### config.mk
export PLATFORM = sky130hd
export DESIGN_NAME = rv_fetch_unit
export DESIGN_NICKNAME = d
export VERILOG_FILES = /design/src/rtl/rv_pkg.sv /design/src/rtl/rv_fetch_fifo.sv /design/src/rtl/rv_fetch_unit.sv
export SDC_FILE = /design/constraint.sdc
export NUM_CORES = 1
export LEC_CHECK = 0
export ABC_AREA = 1
export BUFFER_PORTS_ARGS = -buffer_cell sky130_fd_sc_hd__buf_4
export CAP_MARGIN = 10
export CORE_UTILIZATION = 35
export CTS_CLUSTER_DIAMETER = 100
export DETAILED_ROUTE_END_ITERATION = 16
export PLACE_DENSITY_LB_ADDON = 0.3
export SYNTH_ARGS = -nofsm -noshare
export SYNTH_HDL_FRONTEND = slang
export SYNTH_SLANG_ARGS = --single-unit
### constraint.sdc
create_clock -name clock -period 4.89 [get_ports clock]
set_input_delay 1.467 -clock clock [delete_from_list [all_inputs] [get_ports clock]]
set_output_delay 1.467 -clock clock [all_outputs]
set_load 0.03 [all_outputs]
### src/rtl/rv_pkg.sv
`default_nettype none
// ----------------------------------------------------------------------------
// rv_pkg : shared RV32I front-end constants
// Revision: 1.0
// ----------------------------------------------------------------------------
package rv_pkg;
  localparam int          XLEN_DEFAULT = 32;
  localparam int          INST_W       = 32;
  localparam int          PC_STEP      = 4;
  localparam logic [31:0] NOP          = 32'h0000_0013;  // addi x0, x0, 0
endpackage
`default_nettype wire

### src/rtl/rv_fetch_fifo.sv
`default_nettype none
// ----------------------------------------------------------------------------
// rv_fetch_fifo : circular instruction buffer with push/pop/clear and count
// Revision: 1.0
// ----------------------------------------------------------------------------
module rv_fetch_fifo #(
  parameter int DEPTH = 4,
  parameter int WIDTH = 64
) (
  input  logic                     clock,
  input  logic                     reset_n,
  input  logic                     push,
  input  logic [WIDTH-1:0]         push_data,
  input  logic                     pop,
  input  logic                     clear,
  output logic [WIDTH-1:0]         head_data,
  output logic [$clog2(DEPTH):0]   count
);

  localparam int c_AW = $clog2(DEPTH);

  logic [WIDTH-1:0] r_mem [DEPTH];
  logic [c_AW-1:0]  r_wr_ptr;
  logic [c_AW-1:0]  r_rd_ptr;
  logic [c_AW:0]    r_count;

  always_ff @(posedge clock or negedge reset_n) begin
    if (!reset_n) begin
      r_wr_ptr <= '0;
      r_rd_ptr <= '0;
      r_count  <= '0;
    end else if (clear) begin
      r_wr_ptr <= '0;
      r_rd_ptr <= '0;
      r_count  <= '0;
    end else begin
      if (push) r_wr_ptr <= r_wr_ptr + 1'b1;
      if (pop)  r_rd_ptr <= r_rd_ptr + 1'b1;
      r_count <= r_count + (c_AW+1)'(push) - (c_AW+1)'(pop);
    end
  end

  // Storage carries no reset; validity is tracked entirely by r_count.
  always_ff @(posedge clock) begin
    if (push && !clear) r_mem[r_wr_ptr] <= push_data;
  end

  assign head_data = r_mem[r_rd_ptr];
  assign count     = r_count;

endmodule
`default_nettype wire

### src/rtl/rv_fetch_unit.sv
`default_nettype none
// ----------------------------------------------------------------------------
// rv_fetch_unit : pipelined RV32I fetch with credit-limited requests,
//                 instruction buffer and redirect-driven response dropping
// Revision: 1.0
// ----------------------------------------------------------------------------
module rv_fetch_unit
  import rv_pkg::*;
#(
  parameter int              XLEN     = XLEN_DEFAULT,
  parameter logic [XLEN-1:0] RESET_PC = '0,
  parameter int              DEPTH    = 4
) (
  input  logic              clock,
  input  logic              reset_n,
  output logic              imem_req_valid,
  input  logic              imem_req_ready,
  output logic [XLEN-1:0]   imem_req_addr,
  input  logic              imem_rsp_valid,
  input  logic [INST_W-1:0] imem_rsp_data,
  input  logic              redirect_valid,
  input  logic [XLEN-1:0]   redirect_pc,
  output logic              inst_valid,
  input  logic              inst_ready,
  output logic [INST_W-1:0] inst_data,
  output logic [XLEN-1:0]   inst_pc
);

  localparam int              c_CW    = $clog2(DEPTH) + 1;
  localparam logic [c_CW:0]   c_LIMIT = (c_CW+1)'(DEPTH);
  localparam logic [XLEN-1:0] c_STEP  = XLEN'(PC_STEP);

  logic [XLEN-1:0]        r_fetch_pc;
  logic [XLEN-1:0]        r_rsp_pc;
  logic [c_CW-1:0]        r_inflight;
  logic [c_CW-1:0]        r_drop_cnt;

  logic [c_CW-1:0]        w_count;
  logic [c_CW:0]          w_used;
  logic                   w_req_fire;
  logic                   w_rsp_ok;
  logic                   w_drop;
  logic                   w_push;
  logic                   w_pop;
  logic [XLEN-1:0]        w_redirect_pc;
  logic [XLEN+INST_W-1:0] w_head;

  // Buffered plus outstanding never exceeds DEPTH, so a response always has room.
  assign w_used         = {1'b0, r_inflight} + {1'b0, w_count};
  assign imem_req_valid = reset_n & ~redirect_valid & (w_used < c_LIMIT);
  assign imem_req_addr  = r_fetch_pc;

  assign w_req_fire    = imem_req_valid & imem_req_ready;
  assign w_rsp_ok      = imem_rsp_valid & (r_inflight != '0);
  assign w_drop        = w_rsp_ok & (r_drop_cnt != '0);
  assign w_push        = w_rsp_ok & (r_drop_cnt == '0) & ~redirect_valid;
  assign inst_valid    = (w_count != '0) & ~redirect_valid;
  assign w_pop         = inst_valid & inst_ready;
  assign w_redirect_pc = redirect_pc & ~XLEN'(3);

  always_ff @(posedge clock or negedge reset_n) begin
    if (!reset_n) begin
      r_fetch_pc <= RESET_PC;
      r_rsp_pc   <= RESET_PC;
      r_inflight <= '0;
      r_drop_cnt <= '0;
    end else begin
      r_inflight <= r_inflight + c_CW'(w_req_fire) - c_CW'(w_rsp_ok);
      if (redirect_valid) begin
        // Every request still outstanding after this cycle belongs to the old path.
        r_fetch_pc <= w_redirect_pc;
        r_rsp_pc   <= w_redirect_pc;
        r_drop_cnt <= r_inflight - c_CW'(w_rsp_ok);
      end else begin
        if (w_req_fire) r_fetch_pc <= r_fetch_pc + c_STEP;
        if (w_push)     r_rsp_pc   <= r_rsp_pc + c_STEP;
        if (w_drop)     r_drop_cnt <= r_drop_cnt - 1'b1;
      end
    end
  end

  rv_fetch_fifo #(
    .DEPTH (DEPTH),
    .WIDTH (XLEN + INST_W)
  ) u_fifo (
    .clock     (clock),
    .reset_n   (reset_n),
    .push      (w_push),
    .push_data ({r_rsp_pc, imem_rsp_data}),
    .pop       (w_pop),
    .clear     (redirect_valid),
    .head_data (w_head),
    .count     (w_count)
  );

  assign inst_pc   = w_head[XLEN+INST_W-1:INST_W];
  assign inst_data = w_head[INST_W-1:0];

endmodule
`default_nettype wire

[Word-level counts from Yosys, hierarchy flattened]
Memory sizes are Yosys's and may differ from the RTL's.
Index checks and enable logic that the tools add are counted.
Word-level totals
  output and inout bits: 98
  RAM bits: 256
  logic and storage cells: 53
  memories: 1
  input bits: 70
  flip-flop bits (word level): 77
Memory list
  u_fifo.r_mem: words 4, width 64, rd ports 1, clocked after Yosys merged registers in 0, write ports 1, line rv_fetch_fifo.sv:22  | logic [WIDTH-1:0] r_mem [DEPTH];
Operators by class
  muxes and demuxes: 13
  $lt $le $gt $ge: 1
  add/subtract/negate cells: 11
  reductions and logical operators: 10
  bitwise operators: 10
Operator list (count)
  $mux 32: 4
  $add 32x3->32 const B: 2
  $and 1x1->1: 9
  $mux 3: 3
  $reduce_bool 3->1: 3
  $sub 3x1->3: 3
  $mux 2: 4
  $reduce_bool 2->1: 4
  $add 3x1->3: 2
  $add 2x1->2 const B: 2
  $add 3x3->4: 1
  $lt 4x3->1 const B: 1
  $logic_not 3->1: 1
  $sub 3x1->3 const B: 1
  $mux 1: 2
  $logic_and 1x1->1: 1
  $logic_not 1->1: 1
  $not 1->1: 1

[Depth between registers and ports, before layout]
Gate-level depths: netlist of the first run.
  depth in word-level cells: 7
  mapped depth: 14
  gate-level depth less buffers: 14

[Cells and area by module]
A second synthesis of the first run with hierarchy kept.
Second synthesis, totals
  cells, all modules: 1561
  area total of the unflattened synthesis: 15582.4 um^2
By module, submodules not included
  rv_fetch_fifo: cells each 799, seq. area each 7862.5 um^2, times used 1, area each 10654.0 um^2
  rv_fetch_unit: cells each 762, seq. area each 1651.6 um^2, times used 1, area each 4928.5 um^2

[Worst setup path after synthesis of the first run]
OpenSTA, ideal clock, no wires.
  path type: in2reg
  start point: input port imem_rsp_valid
  end point: memory u_fifo.r_mem[0][0] (enable)
  setup time: 0.482 ns
  buffers on the path: 0
  stages: 5
  required time: 4.408 ns
  slack: -0.270 ns
  data arrival time: 4.678 ns
  cells stage by stage: a21boi_2 > nand2_2 > nor2_4 > inv_2 > nor2_1
On the way
  longest elaborated chain between the ends: 6
Ends and longest elaborated chain
  start, declared: line rv_fetch_unit.sv:19  | input logic imem_rsp_valid,
  $and 1x1->1: line rv_fetch_unit.sv:54  | assign w_rsp_ok = imem_rsp_valid & (r_inflight != '0);
  $and 1x1->1 (2 in a row): line rv_fetch_unit.sv:56  | assign w_push = w_rsp_ok & (r_drop_cnt == '0) & ~redirect_valid;
  $logic_and 1x1->1: line rv_fetch_fifo.sv:45  | if (push && !clear) r_mem[r_wr_ptr] <= push_data;
  $mux 1: line rv_fetch_fifo.sv:45
  $mux 1 (not written as such): line rv_fetch_fifo.sv:45
  end, declared: line rv_fetch_fifo.sv:22
No other way between the ends.

[Worst setup path after layout of the first run]
  start point: register u_fifo.r_rd_ptr[0]
  end point: output port inst_pc[11]
On the way
  longest elaborated chain between the ends: 1
Ends and longest elaborated chain
  start, declared: line rv_fetch_fifo.sv:24  | logic [c_AW-1:0] r_rd_ptr;
  start signal, assigned: line rv_fetch_fifo.sv:38  | if (pop) r_rd_ptr <= r_rd_ptr + 1'b1;
  $mem_v2 4x64
  end, declared: line rv_fetch_unit.sv:26  | output logic [XLEN-1:0] inst_pc
No other way between the ends.

==> qor.yml, run 1 <==
synthesis:
  synth-seq-area-share_pct: 64.76
  syn_area_sq_um: 14320
  synthAdderAreaFrac_pct: 1.677
  yosysTopAreaCell: "edfxtp_1"
  synthSimpleGateAreaFrac_pct: 17.59
  synth-xor-area-share_pct: 1.407
  synth.avg_cell_area_sq_um: 10.37
  synth-seq-cells: 321
  async_flop_share_pct: 22.74
  synth_ff_type: "edfxtp_1"
  ys_types: 42
  synth_compound_area_share_pct: 9.654
  yosys-top-cells-area: "edfxtp_1, dfrtp_1, nand2_1"
  synth_top_area_share_pct: 52.00
  synth_top_family_by_area: "simple AND/OR/NAND/NOR gates"
  ys_warn_count: 0
  synth_enable_flop_cells: 248
  synthMuxAreaShare_pct: 0
  synth_cells: 1381
placement:
  place_inst: 2027
  dp_hpwl_um: 22860
  globalplace.congestion: 0.8734
  port-buffer-count: 161
  placed_cell_area_sq_um: 16140
  pre_cts_ws_ps: 964.2
power:
  leakage_nw: 6.776
  pwr-share-clk_pct: 30.6
  p_sw_mw: 3.014
  vdd_drop_max_v: 0.0002324
  comb_power_share_pct: 29.4
  seqPwrFrac_pct: 40.1
  internal_power_mw: 5.642
  netSwitchingFraction_pct: 34.82
  p_per_area_nw_per_um2: 499.9
  power_mw: 8.656
setup_path:
  cp.required_ps: 3420
  regToRegStartpoint: "r_drop_cnt[0]$_DFFE_PN0P_"
  r2r-end: "u_fifo.count[2]$_DFF_PN0_"
  end_kind: "output pin"
  startpoint: "u_fifo.r_rd_ptr[0]$_DFFE_PN0P_"
  r2r_slack_ps: 2400
  path_class: "reg2out"
  endpoint: "inst_pc[11]"
  path_max_fanout: 65
  arrival_ps: 2920
  cp-start-kind: "flop"
  ff2ff_path_depth: 14
timing:
  slew_headroom_pct: 48.26
  slew_viol_final: 0
  setup_violations: 0
  clock_skew_ps: 15.79
  period_needed_ps: 4382
  setup_slack_ps: 507.9
  rsz0062_at_grt: "false"
  worst_pin_slew_ps: 776.1
  max_freq_ghz: 0.2282
  period_share_pct: 89.61
  final-hold-violation-count: 0
finish:
  final_area_sq_um: 17310
  syn_to_final_growth_pct: 20.89
  layout-drive-gt1-share_pct: 16.14
  utilization_pct: 43.28
  n_antenna_cell: 0
  regArea_sq_um: 9279
  nets: 1628
  multi_input_area_sq_um: 4388
  num-fill-cells: 3751
  fin_cells: 2093
clocking:
  cts_resized: 0
  cts_tree: "done"
  postCtsSetupBuffers: 0
  cts-root-buf: "clkbuf_16"
  clk_latency_ps: 520
  clock-sinks: 321
  cts_buffers: 36
  cts_hold_buf: 0
  ctsHtreeMaxLevel: 2
  path_clk_slew_ps: 60
  ctsLongestPathBuffers: 3
floorplanning:
  num_rows: 73
  start_util_pct: 35.80
  coreArea_sq_um: 40010
  die_h_um: 204.3
  ios: 168
  die_w_um: 204.3
  die_area_sq_um: 41730
worst_hold_path:
  hp-class: "reg2reg"
drt:
  viasPerCell: 4.936
  drt_iter0_markers: 685
  via_count: 10332
  first_pass_iters: 4
  ant_nets: 0
  drt-total-wl_um: 35260
  drc: 0
  wire_per_inst_um: 16.85
global_route:
  grt_use_met2_pct: 27.58
  antenna_found_initial: 0
  grt_pass1_vias: 9874
  grt_start_max_net_pins: 66
  grt_pass1_wl_um: 54810
  grt_overflow: 0
  grtUsageTotal_pct: 16.94
  grt.busiest_layer: "met2"
  use_met1_pct: 23.30
  met3_usage_pct: 2.997
run:
  cap_viol_max_count: 0
status:
  outcome: "completed"
## synthesized netlist by cell type (10+ instances only)
cell type / n
dfrtp_1: 73
nand4_1: 16
nor2_1: 211
nand2_1: 246
o21ai_0: 149
clkbuf_1: 46
inv_1: 102
xor2_1: 16
a21oi_1: 10
ha_1: 16
nand3_1: 100
o22ai_1: 62
edfxtp_1: 248
o211ai_1: 13
## critical path: stages, from the launching register on
cell and delay, ps:
dfrtp_4 410, buf_4 500, buf_4 650, o21ai_0 220, o22ai_1 330, buf_4 220
## stage by stage
step / hold slack [ps] / setup TNS (ps)
after floorplan: 488.9 / -67070
after global placement: 524.2 / 0
after detailed placement: 527.6 / 0
after CTS: 539.9 / 0
after global routing: 570.0 / 0
final: 536.8 / 0
## power groups by stage
stage | Sequential (mW) | Combinational [mW] | Clock, mW
floorplan | 3.52 | 1.60 | 0
global placement | 3.51 | 2.54 | 0
detailed placement | 3.52 | 2.58 | 0
CTS | 3.47 | 2.59 | 2.72
global route | 3.50 | 2.79 | 2.83
finish | 3.47 | 2.54 | 2.65
## placed cells by master, fill, tap and decap left out, types with 2 or more instances in the layout
cell       synthesis  final
o22ai_1           62     62
buf_4              6    179
clkbuf_1          46     10
clkinv_2           0      4
nand2_1          246    246
clkbuf_16          0     38
edfxtp_1         248    248
xor2_1            16     16
nand3b_1           5      5
bufinv_16          0      3
nand3_1          100    100
o21bai_1           8      8
or2_2              2      2
clkinv_1           0      8
fa_1               2      2
nand2_2            2      2
conb_1             1      4
buf_12             0      4
nor2_2             2      2
dfrtp_1           73     71
inv_1            102    102
nor2_1           211    207
nor2_4             1      5
o211ai_1          13     13
or2_0              2      2
ha_1              16     16
o21ai_0          149    149
a21oi_1           10     10
and3_1             2      2
nand4_1           16     16
nor3_1             6      6
inv_2              3      2
xnor2_1            7      7
## kinds of logic after synthesis
group / count (synthesis)
compound gates: 247
xor+xnor: 23
fa+ha+maj: 18
buf+inv: 170
flops: 321
other cells: 1
simple gates: 601
## how the worst min path moves through the flow
| stage | start | end | slack (ps) | cells past startpoint |
|---|---|---|---|---|
| floorplan | r_inflight[1]$_DFF_PN0_ | r_inflight[2]$_DFF_PN0_ | 490 | 1 |
| global placement | imem_req_addr[3]$_DFFE_PN0P_ | imem_req_addr[3]$_DFFE_PN0P_ | 520 | 2 |
| detailed placement | r_inflight[1]$_DFF_PN0_ | r_inflight[2]$_DFF_PN0_ | 530 | 1 |
| CTS | r_inflight[1]$_DFF_PN0_ | r_inflight[2]$_DFF_PN0_ | 540 | 1 |
| global route | r_inflight[1]$_DFF_PN0_ | r_inflight[2]$_DFF_PN0_ | 570 | 1 |
| finish | r_inflight[1]$_DFF_PN0_ | r_inflight[2]$_DFF_PN0_ | 540 | 1 |
## metal layers
metal,wire length [um],part of all wire [%]
met4,687,1.9
met1,16260,46
met2,16190,46
met5,0,0
met3,2120,6.0
## sequential cells by signal, indices dropped and copies added, names as in the netlist
register / count
u_fifo.r_mem: 248
imem_req_addr: 30
r_rsp_pc: 30
r_drop_cnt: 3
r_inflight: 3
u_fifo.count: 3
u_fifo.r_rd_ptr: 2
u_fifo.r_wr_ptr: 2
## layout make-up
cell class	count	area share [%]
Clock buffer	49	5.789
Sequential cell	321	53.60
Clock inverter	17	0.9684
Inverter	105	2.284
Tap cell	525	3.794
Multi-Input combinational cell	893	25.35
Timing Repair Buffer	183	8.224
No activity file was read; power rests on OpenSTA's default activity.
==> run 2, diff against run 1 <==
--- a/config.mk
+++ b/config.mk
@@ -8,6 +8,7 @@
 export ABC_AREA = 1
 export BUFFER_PORTS_ARGS = -buffer_cell sky130_fd_sc_hd__buf_4
 export CAP_MARGIN = 10
+export CORE_ASPECT_RATIO = 0.9
 export CORE_UTILIZATION = 35
 export CTS_CLUSTER_DIAMETER = 100
 export DETAILED_ROUTE_END_ITERATION = 16
==> run 2 against run 1 <==
Against the previous run:
- via count grew 1.1%
- first-iteration DRC count grew 29%
- register-to-register slack lost 40 ps
- sequential power grew 1%
- final area shrank 0.33%
- global-route usage grew 0.17 points
- critical path depth grew 1
- combinational power is essentially flat
- worst hold slack gained 9.2 ps
- non-clock buffer count shrank 3
- largest power group unchanged
- highest routed layer unchanged
==> qor.yml, run 2 (synthesis results as in run 1) <==
status:
  outcome: "completed"
placement:
  pre_cts_ws_ps: 980.5  # +16.39 ps
  dp_hpwl_um: 22610  # -1.1%
  globalplace.congestion: 0.8670  # -0.73%
  port-buffer-count: 161  # unchanged
  place_inst: 2031  # +0.20%
drt:
  wl_met2_um: 16360  # +1.0%
  via_count: 10448  # +1.1%
  ant_nets: 0  # unchanged
  viasPerCell: 4.989  # +1.1%
  drt-total-wl_um: 35980  # +2.0%
  drc: 0  # unchanged
  first_pass_iters: 5  # +1
  wire_per_inst_um: 17.18  # +2.0%
  met1Wirelength_um: 16960  # +4.3%
  highest_layer: "met4"
  dr_wl_met3_um: 1955  # -7.8%
  drt_iter0_markers: 881  # +29%
finish:
  final_common_cell: "edfxtp_1"
  nets: 1624  # -0.25%
  n_antenna_cell: 0  # unchanged
  largest_reg_flops: 248  # unchanged
  fin_cells: 2094  # +0.048%
  num-fill-cells: 3812  # +1.6%
  top_register: "u_fifo.r_mem"
  final_cell_mix: "edfxtp_1, nand2_1, nor2_1"
  syn_to_final_growth_pct: 20.50
  layout-drive-gt1-share_pct: 16.13  # about the same
timing:
  hold_ws_ps: 546.0  # +9.166 ps
  final-hold-violation-count: 0  # unchanged
  slew_viol_final: 0  # unchanged
  setup_slack_ps: 631.8  # +123.8 ps
  period_share_pct: 87.08  # -2.5 points
  slew_headroom_pct: 36.73  # -12 points
  setup_tns_ps: 0  # unchanged
  worst_pin_slew_ps: 949.1  # +173.0 ps
  period_needed_ps: 4258  # -123.8 ps
  clock_skew_ps: 16.47  # +0.6851 ps
  setup_violations: 0  # unchanged
  rsz0062_at_grt: "false"
  max_freq_ghz: 0.2348  # +2.9%
clocking:
  path_clk_slew_ps: 60  # about the same
  clk_latency_ps: 530  # about the same
  clock-sinks: 321  # unchanged
  cts_buffers: 35  # -2.8%
  cts_resized: 0  # unchanged
  cts-root-buf: "clkbuf_16"
  ctsHtreeMaxLevel: 2  # unchanged
  postCtsSetupBuffers: 0  # unchanged
  ctsLongestPathBuffers: 3  # unchanged
  cts_hold_buf: 0  # unchanged
  cts_tree: "done"
run:
  cap_viol_max_count: 0  # unchanged
floorplanning:
  num_rows: 69  # -5.5%
  start_util_pct: 35.91  # +0.11 points
  die_w_um: 215.2  # +5.4%
  coreArea_sq_um: 39890  # -0.30%
  ios: 168  # unchanged
  die_h_um: 193.9  # -5.1%
  die_area_sq_um: 41730  # about the same
setup_path:
  r2r_slack_ps: 2360  # -40 ps
  path_max_fanout: 72  # +11%
  end_kind: "output pin"
  worstPathCellList: "clkinv_2 > buf_12 > buf_4 > o21ai_0 > o22ai_1 > buf_4"
  path_class: "reg2out"
  worst_path_max_delay_cell: "dfrtp_4"
  cp.required_ps: 3420  # about the same
  cp-start-kind: "flop"
  crit_buf_inv: 4  # +1
  max_stage_delay_ps: 650  # about the same
  crit_family: "buffers and inverters"
  arrival_ps: 2790  # -130 ps
  worst_path_most_repeated_cell: "buf_4"
global_route:
  grt_pass1_wl_um: 56260  # +2.6%
  grt_start_max_net_pins: 94  # +42%
  grtUsageTotal_pct: 17.11  # +0.17 points
  grt_pass1_vias: 10090  # +2.2%
  grt_overflow: 0  # unchanged
  antenna_found_initial: 0  # unchanged
worst_hold_path:
  hp-class: "reg2reg"
power:
  vdd_drop_max_v: 0.0002567  # +10%
  p_per_area_nw_per_um2: 499.8  # about the same
  power_mw: 8.625  # -0.35%
  leakage_nw: 6.749  # -0.40%
## run 2: cell count changes in the layout (fill, tap and decap cells not counted), moves of 2 or more
cell       change
clkinv_2       +2
clkinv_1       -2
clkbuf_1       -3
buf_4          -2
clkbuf_16      -2
## run 2: power by group
| group | switching (mW) | total, mW | internal, mW | leakage, nW |
|---|---|---|---|---|
| registers | 0.304 | 3.51 | 3.20 | 3.13 |
| logic | 1.67 | 2.51 | 0.834 | 3.07 |
| clock network | 1.06 | 2.61 | 1.55 | 0.552 |
| total | 3.04 | 8.62 | 5.58 | 6.75 |
## run 2: path summary, 6_finish.rpt
kind	from	endpoint	cells past startpoint
setup / recovery	u_fifo.r_rd_ptr[0]$_DFFE_PN0P_	inst_data[25]	6
hold / removal	r_inflight[1]$_DFF_PN0_	r_inflight[2]$_DFF_PN0_	1
setup reg to reg	r_drop_cnt[0]$_DFFE_PN0P_	u_fifo.count[2]$_DFF_PN0_	14
hold reg to reg	r_inflight[1]$_DFF_PN0_	r_inflight[2]$_DFF_PN0_	1
max in group asynchronous	reset_n	u_fifo.r_rd_ptr[0]$_DFFE_PN0P_	3
min in group asynchronous	reset_n	imem_req_addr[30]$_DFFE_PN0P_	2
## run 2: cell type report
type / instances / area [sq um] / share of cell area, %
inverter: 105 / 395.4 / 2.291
sequential: 321 / 9279 / 53.77
clock inverter: 18 / 185.2 / 1.073
multi-input combinational: 893 / 4388 / 25.43
tap: 532 / 665.6 / 3.857
clock buffer: 45 / 954.7 / 5.532
timing repair buffer: 180 / 1389 / 8.048
## run 2: layer usage
metal,up-vias,GRT usage [%]
li1,5073,-
met1,5028,24.50
met2,296,27.00
met3,51,2.714
met4,0,4.439
met5,-,0
## run 2: metrics by stage
| step | utilization [%] | instance area [sq um] |
|---|---|---|
| finish | 43.26 | 17260 |
| global route | 43.26 | 17260 |
| CTS | 43.26 | 17260 |
| detailed placement | 40.41 | 16120 |
| global placement | 40.41 | 16120 |
| floorplan | - | 14330 |
==> run 3, diff against run 2 <==
--- a/config.mk
+++ b/config.mk
@@ -9,7 +9,7 @@
 export BUFFER_PORTS_ARGS = -buffer_cell sky130_fd_sc_hd__buf_4
 export CAP_MARGIN = 10
 export CORE_ASPECT_RATIO = 0.9
-export CORE_UTILIZATION = 35
+export CORE_UTILIZATION = 55
 export CTS_CLUSTER_DIAMETER = 100
 export DETAILED_ROUTE_END_ITERATION = 16
 export PLACE_DENSITY_LB_ADDON = 0.3
==> run 3 against run 2 <==
Against the previous run:
- setup slack improved by 370 ps
- utilization is 24 points higher
- final cell count down 9.3%
==> qor.yml, run 3 (synthesis results as in run 1) <==
status:
  outcome: "completed"
floorplanning:
  num_rows: 55  # -20%
  die_h_um: 155.1  # -20%
  start_util_pct: 56.55  # +21 points
  die_w_um: 172.1  # -20%
  coreArea_sq_um: 25320  # -37%
  die_area_sq_um: 26690  # -36%
  ios: 168  # unchanged
clocking:
  cts_resized: 0  # unchanged
  clk_latency_ps: 510  # -20 ps
  clock-sinks: 321  # unchanged
  ctsHtreeMaxLevel: 2  # unchanged
  cts-root-buf: "clkbuf_16"
  postCtsSetupBuffers: 0  # unchanged
  cts_tree: "done"
  path_clk_slew_ps: 60  # about the same
  cts_hold_buf: 0  # unchanged
  cts_buffers: 34  # -2.9%
  ctsLongestPathBuffers: 3  # unchanged
finish:
  fin_cells: 1899  # -9.3%
  nets: 1622  # -0.12%
  num-fill-cells: 1865  # -51%
  final_area_sq_um: 17030  # -1.3%
  final_common_cell: "edfxtp_1"
  multi_input_area_sq_um: 4388  # unchanged
  top_register: "u_fifo.r_mem"
  largest_reg_flops: 248  # unchanged
  regArea_sq_um: 9279  # unchanged
  n_antenna_cell: 0  # unchanged
  layout-drive-gt1-share_pct: 16.18  # +0.052 points
  final_cell_mix: "edfxtp_1, nand2_1, nor2_1"
  syn_to_final_growth_pct: 18.92
setup_path:
  worst_path_max_delay_cell: "or2_4"
  r2r-end: "u_fifo.count[2]$_DFF_PN0_"
  max_stage_delay_ps: 310  # -340 ps
  ff2ff_path_depth: 14  # unchanged
  cp-start-kind: "primary input"
  path_max_fanout: 43  # -40%
  crit_buf_inv: 2  # -2
  worst_path_most_repeated_cell: "buf_4"
  cp.required_ps: 3420  # about the same
  end_kind: "output pin"
  path_class: "in2out"
  worstPathCellList: "buf_4 > or2_4 > nor3_4 > buf_4"
  regToRegStartpoint: "r_drop_cnt[0]$_DFFE_PN0P_"
  r2r_slack_ps: 1850  # -510 ps
  crit_family: "simple AND/OR/NAND/NOR gates"
  arrival_ps: 2420  # -370 ps
drt:
  ant_nets: 0  # unchanged
  wire_per_inst_um: 17.71  # +3.1%
  drc: 0  # unchanged
  via_count: 10731  # +2.7%
  drt-total-wl_um: 33630  # -6.5%
  viasPerCell: 5.651  # +13%
  first_pass_iters: 5  # unchanged
  drt_iter0_markers: 940  # +6.7%
global_route:
  antenna_found_initial: 0  # unchanged
  met3_usage_pct: 3.918  # +1.2 points
  grt_overflow: 0  # unchanged
  grt.busiest_layer: "met2"
  grtUsageTotal_pct: 25.29  # +8.2 points
  grt_use_met2_pct: 41.53  # +15 points
  grt_start_max_net_pins: 117  # +24%
  grt_pass1_vias: 10196  # +1.1%
  grt_pass1_wl_um: 52360  # -6.9%
  use_met1_pct: 34.30  # +9.8 points
power:
  leakage_nw: 6.744  # about the same
  p_per_area_nw_per_um2: 503.3  # +0.69%
  seqPwrFrac_pct: 40.7  # about the same
  internal_power_mw: 5.599  # +0.28%
  netSwitchingFraction_pct: 34.68  # -0.59 points
  vdd_drop_max_v: 0.0002571  # +0.13%
  comb_power_share_pct: 29.3  # +0.2 points
  pwr-share-clk_pct: 30.1  # about the same
  p_sw_mw: 2.973  # -2.3%
timing:
  worst_pin_slew_ps: 682.5  # -266.6 ps
  setup_violations: 0  # unchanged
  rsz0062_at_grt: "false"
  max_freq_ghz: 0.2571  # +9.5%
  clock_skew_ps: 16.68  # +0.2032 ps
  slew_viol_final: 0  # unchanged
  period_needed_ps: 3890  # -368.7 ps
  period_share_pct: 79.54  # -7.5 points
  hold_ws_ps: 546.8  # +0.8590 ps
  final-hold-violation-count: 0  # unchanged
  slew_headroom_pct: 54.39  # +18 points
worst_hold_path:
  holdPathEnd: "r_inflight[2]$_DFF_PN0_"
  hold_depth: 1  # unchanged
  hp-class: "reg2reg"
  min-delay-start: "r_inflight[1]$_DFF_PN0_"
placement:
  dp_hpwl_um: 21380  # -5.5%
  place_inst: 1840  # -9.4%
  globalplace.congestion: 0.9583  # +11%
  port-buffer-count: 161  # unchanged
  placed_cell_area_sq_um: 15900  # -1.4%
run:
  cap_viol_max_count: 0  # unchanged
run 3: cell types whose count changed in the layout (fill, tap and decap cells not counted):
cell	delta
buf_4	-3
clkinv_1	-6
clkbuf_8	+1
buf_12	+2
clkbuf_1	+1
run 3: metrics by stage:
stage	worst slack, ps	total power, mW	setup TNS (ps)	util [%]
6_report	1000	8.571	0	67.25
3_5_place_dp	891.8	6.041	0	62.77
2_1_floorplan	-270.4	5.120	-67070	-
5_1_grt	950.6	8.992	0	67.25
4_1_cts	1002	8.613	0	67.25
3_3_place_gp	939.6	5.959	0	62.77
run 3: cell type report:
type / count / share of cell area [%]
inverters: 105 / 2.321
repair buffers: 179 / 8.257
multi-input cells: 893 / 25.76
clock buffers: 47 / 5.708
clock inverters: 12 / 0.9550
well taps: 342 / 2.512
flip-flops and latches: 321 / 54.48
run 3: power by group through the flow:
stage	Clock (mW)	Sequential (mW)	Combinational, mW
3_5_place_dp	0	3.53	2.51
3_3_place_gp	0	3.52	2.44
5_1_grt	2.73	3.51	2.75
2_1_floorplan	0	3.52	1.60
6_report	2.58	3.49	2.51
4_1_cts	2.61	3.48	2.52
run 3: how the worst max path moves through the flow:
stage | startpoint | end | slack (ps) | depth (start not counted)
final | redirect_valid | imem_req_valid | 1000 | 4
after global routing | redirect_valid | imem_req_valid | 950 | 4
after CTS | redirect_valid | imem_req_valid | 1000 | 4
after detailed placement | imem_rsp_valid | u_fifo.count[2]$_DFF_PN0_ | 890 | 12
after global placement | imem_rsp_valid | u_fifo.count[2]$_DFF_PN0_ | 940 | 12
after floorplan | imem_rsp_valid | u_fifo.r_mem[0][0]$_DFFE_PP_ | -270 | 5
run 3: per-layer routing:
layer	vias to the layer above	part of all wire, %	routed length, um
li1	5070	-	-
met1	5146	42	14220
met2	447	47	15760
met3	68	8.0	2692
met4	0	2.8	954
met5	-	0	0
